$ cat config.mk
export PLATFORM = sky130hd
export DESIGN_NAME = imem_loader_flat
export DESIGN_NICKNAME = d
export VERILOG_FILES = /design/src/rtl/imem_loader_if.sv /design/src/rtl/imem_loader.sv /design/src/flat_wrapper.sv
export SDC_FILE = /design/constraint.sdc
export NUM_CORES = 1
export LEC_CHECK = 0
export CAP_MARGIN = 25
export CORE_UTILIZATION = 32
export CTS_CLUSTER_SIZE = 30
export DETAILED_ROUTE_END_ITERATION = 7
export PLACE_DENSITY_LB_ADDON = 0.15
export SYNTH_ARGS = -nofsm -noshare
export SYNTH_HDL_FRONTEND = slang
export SYNTH_SLANG_ARGS = --single-unit
$ cat constraint.sdc
create_clock -name clk_i -period 2.5 [get_ports clk_i]
set_input_delay 0.625 -clock clk_i [delete_from_list [all_inputs] [get_ports clk_i]]
set_output_delay 0.625 -clock clk_i [all_outputs]
set_load 0.1 [all_outputs]
$ cat src/rtl/imem_loader_if.sv
// imem_loader_if: byte-stream handshake plus instruction-memory write bus.
// The loader side uses the slave modport (it sinks the stream and drives the
// memory write port); the host/bench side uses the master modport.
interface imem_loader_if;
  logic        s_valid;
  logic [7:0]  s_data;
  logic        s_ready;
  logic        im_we;
  logic [31:0] im_addr;
  logic [31:0] im_wdata;

  modport master (
    output s_valid, s_data,
    input  s_ready, im_we, im_addr, im_wdata
  );

  modport slave (
    input  s_valid, s_data,
    output s_ready, im_we, im_addr, im_wdata
  );
endinterface

$ cat src/rtl/imem_loader.sv
// imem_loader: boot-time instruction-memory loader.
// Packs a little-endian byte stream into 32-bit words, writes them to ascending
// word addresses and holds the core in reset until a load completes.
// Optional feature macro: IMEM_LOADER_CHECKSUM_EN adds a trailing XOR checksum
// byte (CHECK state) and an ERR state on mismatch; without it err_o is 0.
module imem_loader #(
  parameter int ADDR_W = 10
) (
  input  logic            clk_i,
  input  logic            rst_ni,
  input  logic            start_i,
  input  logic [ADDR_W:0] len_words_i,
  imem_loader_if.slave    bus,
  output logic            core_rst_o,
  output logic            busy_o,
  output logic            done_o,
  output logic            err_o
);

`ifdef IMEM_LOADER_CHECKSUM_EN
  typedef enum logic [2:0] {IDLE, LOAD, WRITE, CHECK, DONE, ERR} state_t;
`else
  typedef enum logic [1:0] {IDLE, LOAD, WRITE, DONE} state_t;
`endif

  localparam logic [ADDR_W:0]   MaxLen  = {1'b1, {ADDR_W{1'b0}}};
  localparam logic [ADDR_W:0]   LenOne  = (ADDR_W+1)'(1);
  localparam logic [ADDR_W-1:0] IdxOne  = ADDR_W'(1);

  state_t            state_q, state_d;
  logic [ADDR_W:0]   len_q, len_d;
  logic [ADDR_W-1:0] idx_q, idx_d;
  logic [1:0]        byteCnt_q, byteCnt_d;
  logic [31:0]       word_q, word_d;
`ifdef IMEM_LOADER_CHECKSUM_EN
  logic [7:0]        xor_q, xor_d;
`endif

  logic            startable;
  logic            accept;
  logic            lastWord;
  logic [ADDR_W:0] lenClamped;

  // Ready and every other output are decoded from state only, so nothing on
  // the stream inputs can reach an output combinationally.
  always_comb begin
    bus.s_ready  = 1'b0;
    bus.im_we    = 1'b0;
    busy_o       = 1'b0;
    done_o       = 1'b0;
    err_o        = 1'b0;
    core_rst_o   = 1'b0;
    unique case (state_q)
      LOAD:  begin bus.s_ready = 1'b1; busy_o = 1'b1; end
      WRITE: begin bus.im_we   = 1'b1; busy_o = 1'b1; end
`ifdef IMEM_LOADER_CHECKSUM_EN
      CHECK: begin bus.s_ready = 1'b1; busy_o = 1'b1; end
      ERR:   err_o = 1'b1;
`endif
      DONE:  begin done_o = 1'b1; core_rst_o = 1'b1; end
      default: ;
    endcase
  end

  assign bus.im_addr  = {{(30-ADDR_W){1'b0}}, idx_q, 2'b00};
  assign bus.im_wdata = word_q;

  assign accept     = bus.s_valid & bus.s_ready;
  assign lastWord   = (({1'b0, idx_q} + LenOne) == len_q);
  assign lenClamped = (len_words_i > MaxLen) ? MaxLen : len_words_i;

`ifdef IMEM_LOADER_CHECKSUM_EN
  assign startable = (state_q == IDLE) || (state_q == DONE) || (state_q == ERR);
`else
  assign startable = (state_q == IDLE) || (state_q == DONE);
`endif

  // Next-state logic: start handling in the resting states, byte packing in
  // LOAD, index advance in WRITE and checksum comparison in CHECK.
  always_comb begin
    state_d   = state_q;
    len_d     = len_q;
    idx_d     = idx_q;
    byteCnt_d = byteCnt_q;
    word_d    = word_q;
`ifdef IMEM_LOADER_CHECKSUM_EN
    xor_d     = xor_q;
`endif
    if (startable && start_i) begin
      len_d     = lenClamped;
      idx_d     = '0;
      byteCnt_d = '0;
`ifdef IMEM_LOADER_CHECKSUM_EN
      xor_d     = '0;
      state_d   = (lenClamped == '0) ? CHECK : LOAD;
`else
      state_d   = (lenClamped == '0) ? DONE : LOAD;
`endif
    end else begin
      unique case (state_q)
        LOAD: begin
          if (accept) begin
            word_d[{byteCnt_q, 3'b000} +: 8] = bus.s_data;
            byteCnt_d = byteCnt_q + 2'd1;
`ifdef IMEM_LOADER_CHECKSUM_EN
            xor_d = xor_q ^ bus.s_data;
`endif
            if (byteCnt_q == 2'd3) state_d = WRITE;
          end
        end
        WRITE: begin
          idx_d = idx_q + IdxOne;
          if (lastWord) begin
`ifdef IMEM_LOADER_CHECKSUM_EN
            state_d = CHECK;
`else
            state_d = DONE;
`endif
          end else begin
            state_d = LOAD;
          end
        end
`ifdef IMEM_LOADER_CHECKSUM_EN
        CHECK: begin
          if (accept) state_d = (bus.s_data == xor_q) ? DONE : ERR;
        end
`endif
        default: ;
      endcase
    end
  end

  // State register; reset discards any partial word and drops a pending write.
  always_ff @(posedge clk_i or negedge rst_ni) begin
    if (!rst_ni) begin
      state_q   <= IDLE;
      len_q     <= '0;
      idx_q     <= '0;
      byteCnt_q <= '0;
      word_q    <= '0;
`ifdef IMEM_LOADER_CHECKSUM_EN
      xor_q     <= '0;
`endif
    end else begin
      state_q   <= state_d;
      len_q     <= len_d;
      idx_q     <= idx_d;
      byteCnt_q <= byteCnt_d;
      word_q    <= word_d;
`ifdef IMEM_LOADER_CHECKSUM_EN
      xor_q     <= xor_d;
`endif
    end
  end

endmodule

$ cat src/flat_wrapper.sv
// flat-port wrapper written by rule: the top's interface ports become plain ports
module imem_loader_flat 
#(
  parameter int ADDR_W = 10
)
  (clk_i, rst_ni, start_i, len_words_i, core_rst_o, busy_o, done_o, err_o, bus_s_valid, bus_s_data, bus_s_ready, bus_im_we, bus_im_addr, bus_im_wdata);
  imem_loader_if bus_i ();
  input  logic clk_i;
  input  logic rst_ni;
  input  logic start_i;
  input  logic [ADDR_W:0] len_words_i;
  output logic core_rst_o;
  output logic busy_o;
  output logic done_o;
  output logic err_o;
  input wire logic [$bits(bus_i.s_valid)-1:0] bus_s_valid;
  input wire logic [$bits(bus_i.s_data)-1:0] bus_s_data;
  output wire logic [$bits(bus_i.s_ready)-1:0] bus_s_ready;
  output wire logic [$bits(bus_i.im_we)-1:0] bus_im_we;
  output wire logic [$bits(bus_i.im_addr)-1:0] bus_im_addr;
  output wire logic [$bits(bus_i.im_wdata)-1:0] bus_im_wdata;
  assign bus_i.s_valid = bus_s_valid;
  assign bus_i.s_data = bus_s_data;
  assign bus_s_ready = bus_i.s_ready;
  assign bus_im_we = bus_i.im_we;
  assign bus_im_addr = bus_i.im_addr;
  assign bus_im_wdata = bus_i.im_wdata;
  imem_loader #(.ADDR_W(ADDR_W)) u_core (.clk_i(clk_i), .rst_ni(rst_ni), .start_i(start_i), .len_words_i(len_words_i), .bus(bus_i), .core_rst_o(core_rst_o), .busy_o(busy_o), .done_o(done_o), .err_o(err_o));
endmodule
==> run metrics <==
outcome completed; Post CTS Setup Buffer Count 0; largest net degree at the start of global routing 36; clock slew at reported path FFs 0.06 ns; CTS tree built; Rows 35; FMAX 0.481 GHz; PwrDens 1330 nW/um^2; mapped cell area 3030 um^2; Initial Utilization 33.0%; Primary FF master, synth dfrtp_1; Tot GR Track Use 15.2%; core box area 9200 um^2; first-pass GRT wire length 11600 um; drt pass-1 iters 4; Power, Total 5160 uW; crit-path cells inv_1 -> ha_1 -> inv_1 -> buf_12; Post-synth EDFFs 0; unrepaired setup endpoints after global routing false; fin. max-slew vios 0; Synth top area share 47.0%; total grt overflow 0; Worst Path Buf+Inv 3; worst slew pin tran 0.558 ns; most used cell, CP inv_1; area delta synth->final 27.7%; width of the die 99.4 um; PortBufs 69; Mean Syn Cell Area 8.72 um^2; die area 9880 um^2; CTS max path bufs 2; worst min path class in2async; most common cell after layout, fill and taps aside nand2_1; ys async rst share 100%; slack of the worst reg-to-reg path 0.45 ns; die height 99.4 um; Fillers 937; Final GP Congestion 0.833; I/O pin cnt 93; initial drt markers 34; critical path fanouts, max 5; IR drop worst, VDD 0.432 mV; final setup fails 0; PnR worst setup slack 0.420 ns; Leak Pwr 0.00177 uW; # clock sinks 57; # H-tree levels 3; Setup crit end kind primary output; most frequent cells in the layout nand2_1 (92), dfrtp_1 (57), buf_4 (53); Yosys reg bits 57; Worst Path Required 1.88 ns; DRC viols 0; sequential area share after synthesis 47.0%; Ant. Diodes 0; Final Hold Viols 0; post-DP HPWL 5250 um; YS warnings 0; Max Cap Viol 0; Routed Antenna Nets 0; critical path type reg2out; WP data arrival 1.46 ns; family with the most delay on the worst path flip-flops; slowest CP cell dfrtp_1; Synth area leader dfrtp_1; Clk Latency, worst-skew pair 0.33 ns; Root Buffer clkbuf_8; final WL 7030 um; Synth cell types 37; Fin Clk Skew 0.00799 ns; vias in the first global route 2353; Post-Synthesis Cells 348; pre-CTS setup slack 0.165 ns; Slew Limit Headroom 62.8%; top cells by area, synth dfrtp_1 (47%), nand2_1 (11%), o21ai_0 (8.1%); CP peak stage delay 0.40 ns; CTS buffer count 9; Tcrit/Tclk final 83.2%; DR vias 2452; WL/cell 13.1 um; Final Critical Period 2.08 ns; layout cell share with drive strength beyond 1 18.0%; initial antenna violation count 0; CP Launch Type register; drt via density 4.56; hold_buf cts 0; Final Net Count 456; post-cts repair resize count 0
==> through the flow <==
stage / std cells / cell area [um^2] / hold slack, ns / util (%) / setup TNS (ns)
final: 538 / 3870 / 0.278 / 42.1 / 0
after global routing: 538 / 3870 / 0.300 / 42.1 / 0
after CTS: 538 / 3870 / 0.285 / 42.1 / 0
after detailed placement: 523 / 3710 / 0.472 / 40.4 / 0
after global placement: 523 / 3710 / 0.464 / 40.4 / 0
after floorplan: 370 / 3120 / 0.329 / - / -0.138
==> area by class of cell <==
cell class	count	area, um^2	share of cell area [%]
clock buffers	12	145	3.75
clock inverters	3	17.5	0.452
inverters	8	30.0	0.775
multi-input cells	268	1420	36.7
flip-flops and latches	57	1430	36.8
well taps	111	139	3.59
repair buffers	79	693	17.9
==> kinds of logic after synthesis <==
logic type      Yosys count  synth area share (%)
simple gates            151                  22.5
compound gates           65                  11.9
flops                    57                  47.0
buf+inv                  45                  8.82
xor+xnor                 18                  5.20
fa+ha+maj                10                  4.12
other cells               1                 0.124
mux                       1                 0.330
==> per-layer routing <==
| layer | track usage, % | wire, um | vias to the layer above |
|---|---|---|---|
| li1 | - | - | 1262 |
| met1 | 18.8 | 3260 | 1107 |
| met2 | 25.4 | 3310 | 72 |
| met3 | 4.78 | 360 | 11 |
| met4 | 4.52 | 104 | 0 |
| met5 | 0 | 0 | - |
==> sequential cells by signal, indices dropped and copies added, names as in the netlist <==
name and count:
u_core.bus.im_wdata 32, u_core.state_q 2, u_core.idx_q 10, u_core.byteCnt_q 2
u_core.len_q 11
==> Yosys cell counts (all sizes together), types with 2 or more instances <==
| cell | number |
|---|---|
| nand2 | 92 |
| dfrtp | 57 |
| o21ai | 49 |
| buf | 30 |
| nor2 | 14 |
| xnor2 | 11 |
| ha | 10 |
| nand2b | 10 |
| nor3 | 10 |
| inv | 8 |
| clkbuf | 7 |
| xor2 | 7 |
| nand3 | 6 |
| a21oi | 5 |
| nand4 | 4 |
| nor3b | 4 |
| or3 | 4 |
| and2 | 3 |
| nor4 | 3 |
| a31oi | 2 |
| o21a | 2 |
==> worst paths after layout <==
kind	from	to	cells after the start
worst max register to register	u_core.state_q[0]$_DFFE_PN0P_	u_core.state_q[1]$_DFFE_PN0P_	8
worst min-delay path	rst_ni	u_core.bus.im_wdata[7]$_DFFE_PN0P_	1
worst max-delay path	u_core.state_q[0]$_DFFE_PN0P_	busy_o	4
max in group asynchronous	rst_ni	u_core.idx_q[0]$_DFFE_PN0P_	2
min in group clk_i	u_core.bus.im_wdata[4]$_DFFE_PN0P_	u_core.bus.im_wdata[4]$_DFFE_PN0P_	2
worst min register to register	u_core.bus.im_wdata[4]$_DFFE_PN0P_	u_core.bus.im_wdata[4]$_DFFE_PN0P_	2
==> power breakdown <==
part | switching, uW | internal (uW)
Clock | 354 | 378
Sequential | 193 | 1160
Combinational | 2280 | 794
Note: power is estimated with default switching activity, not from simulation.
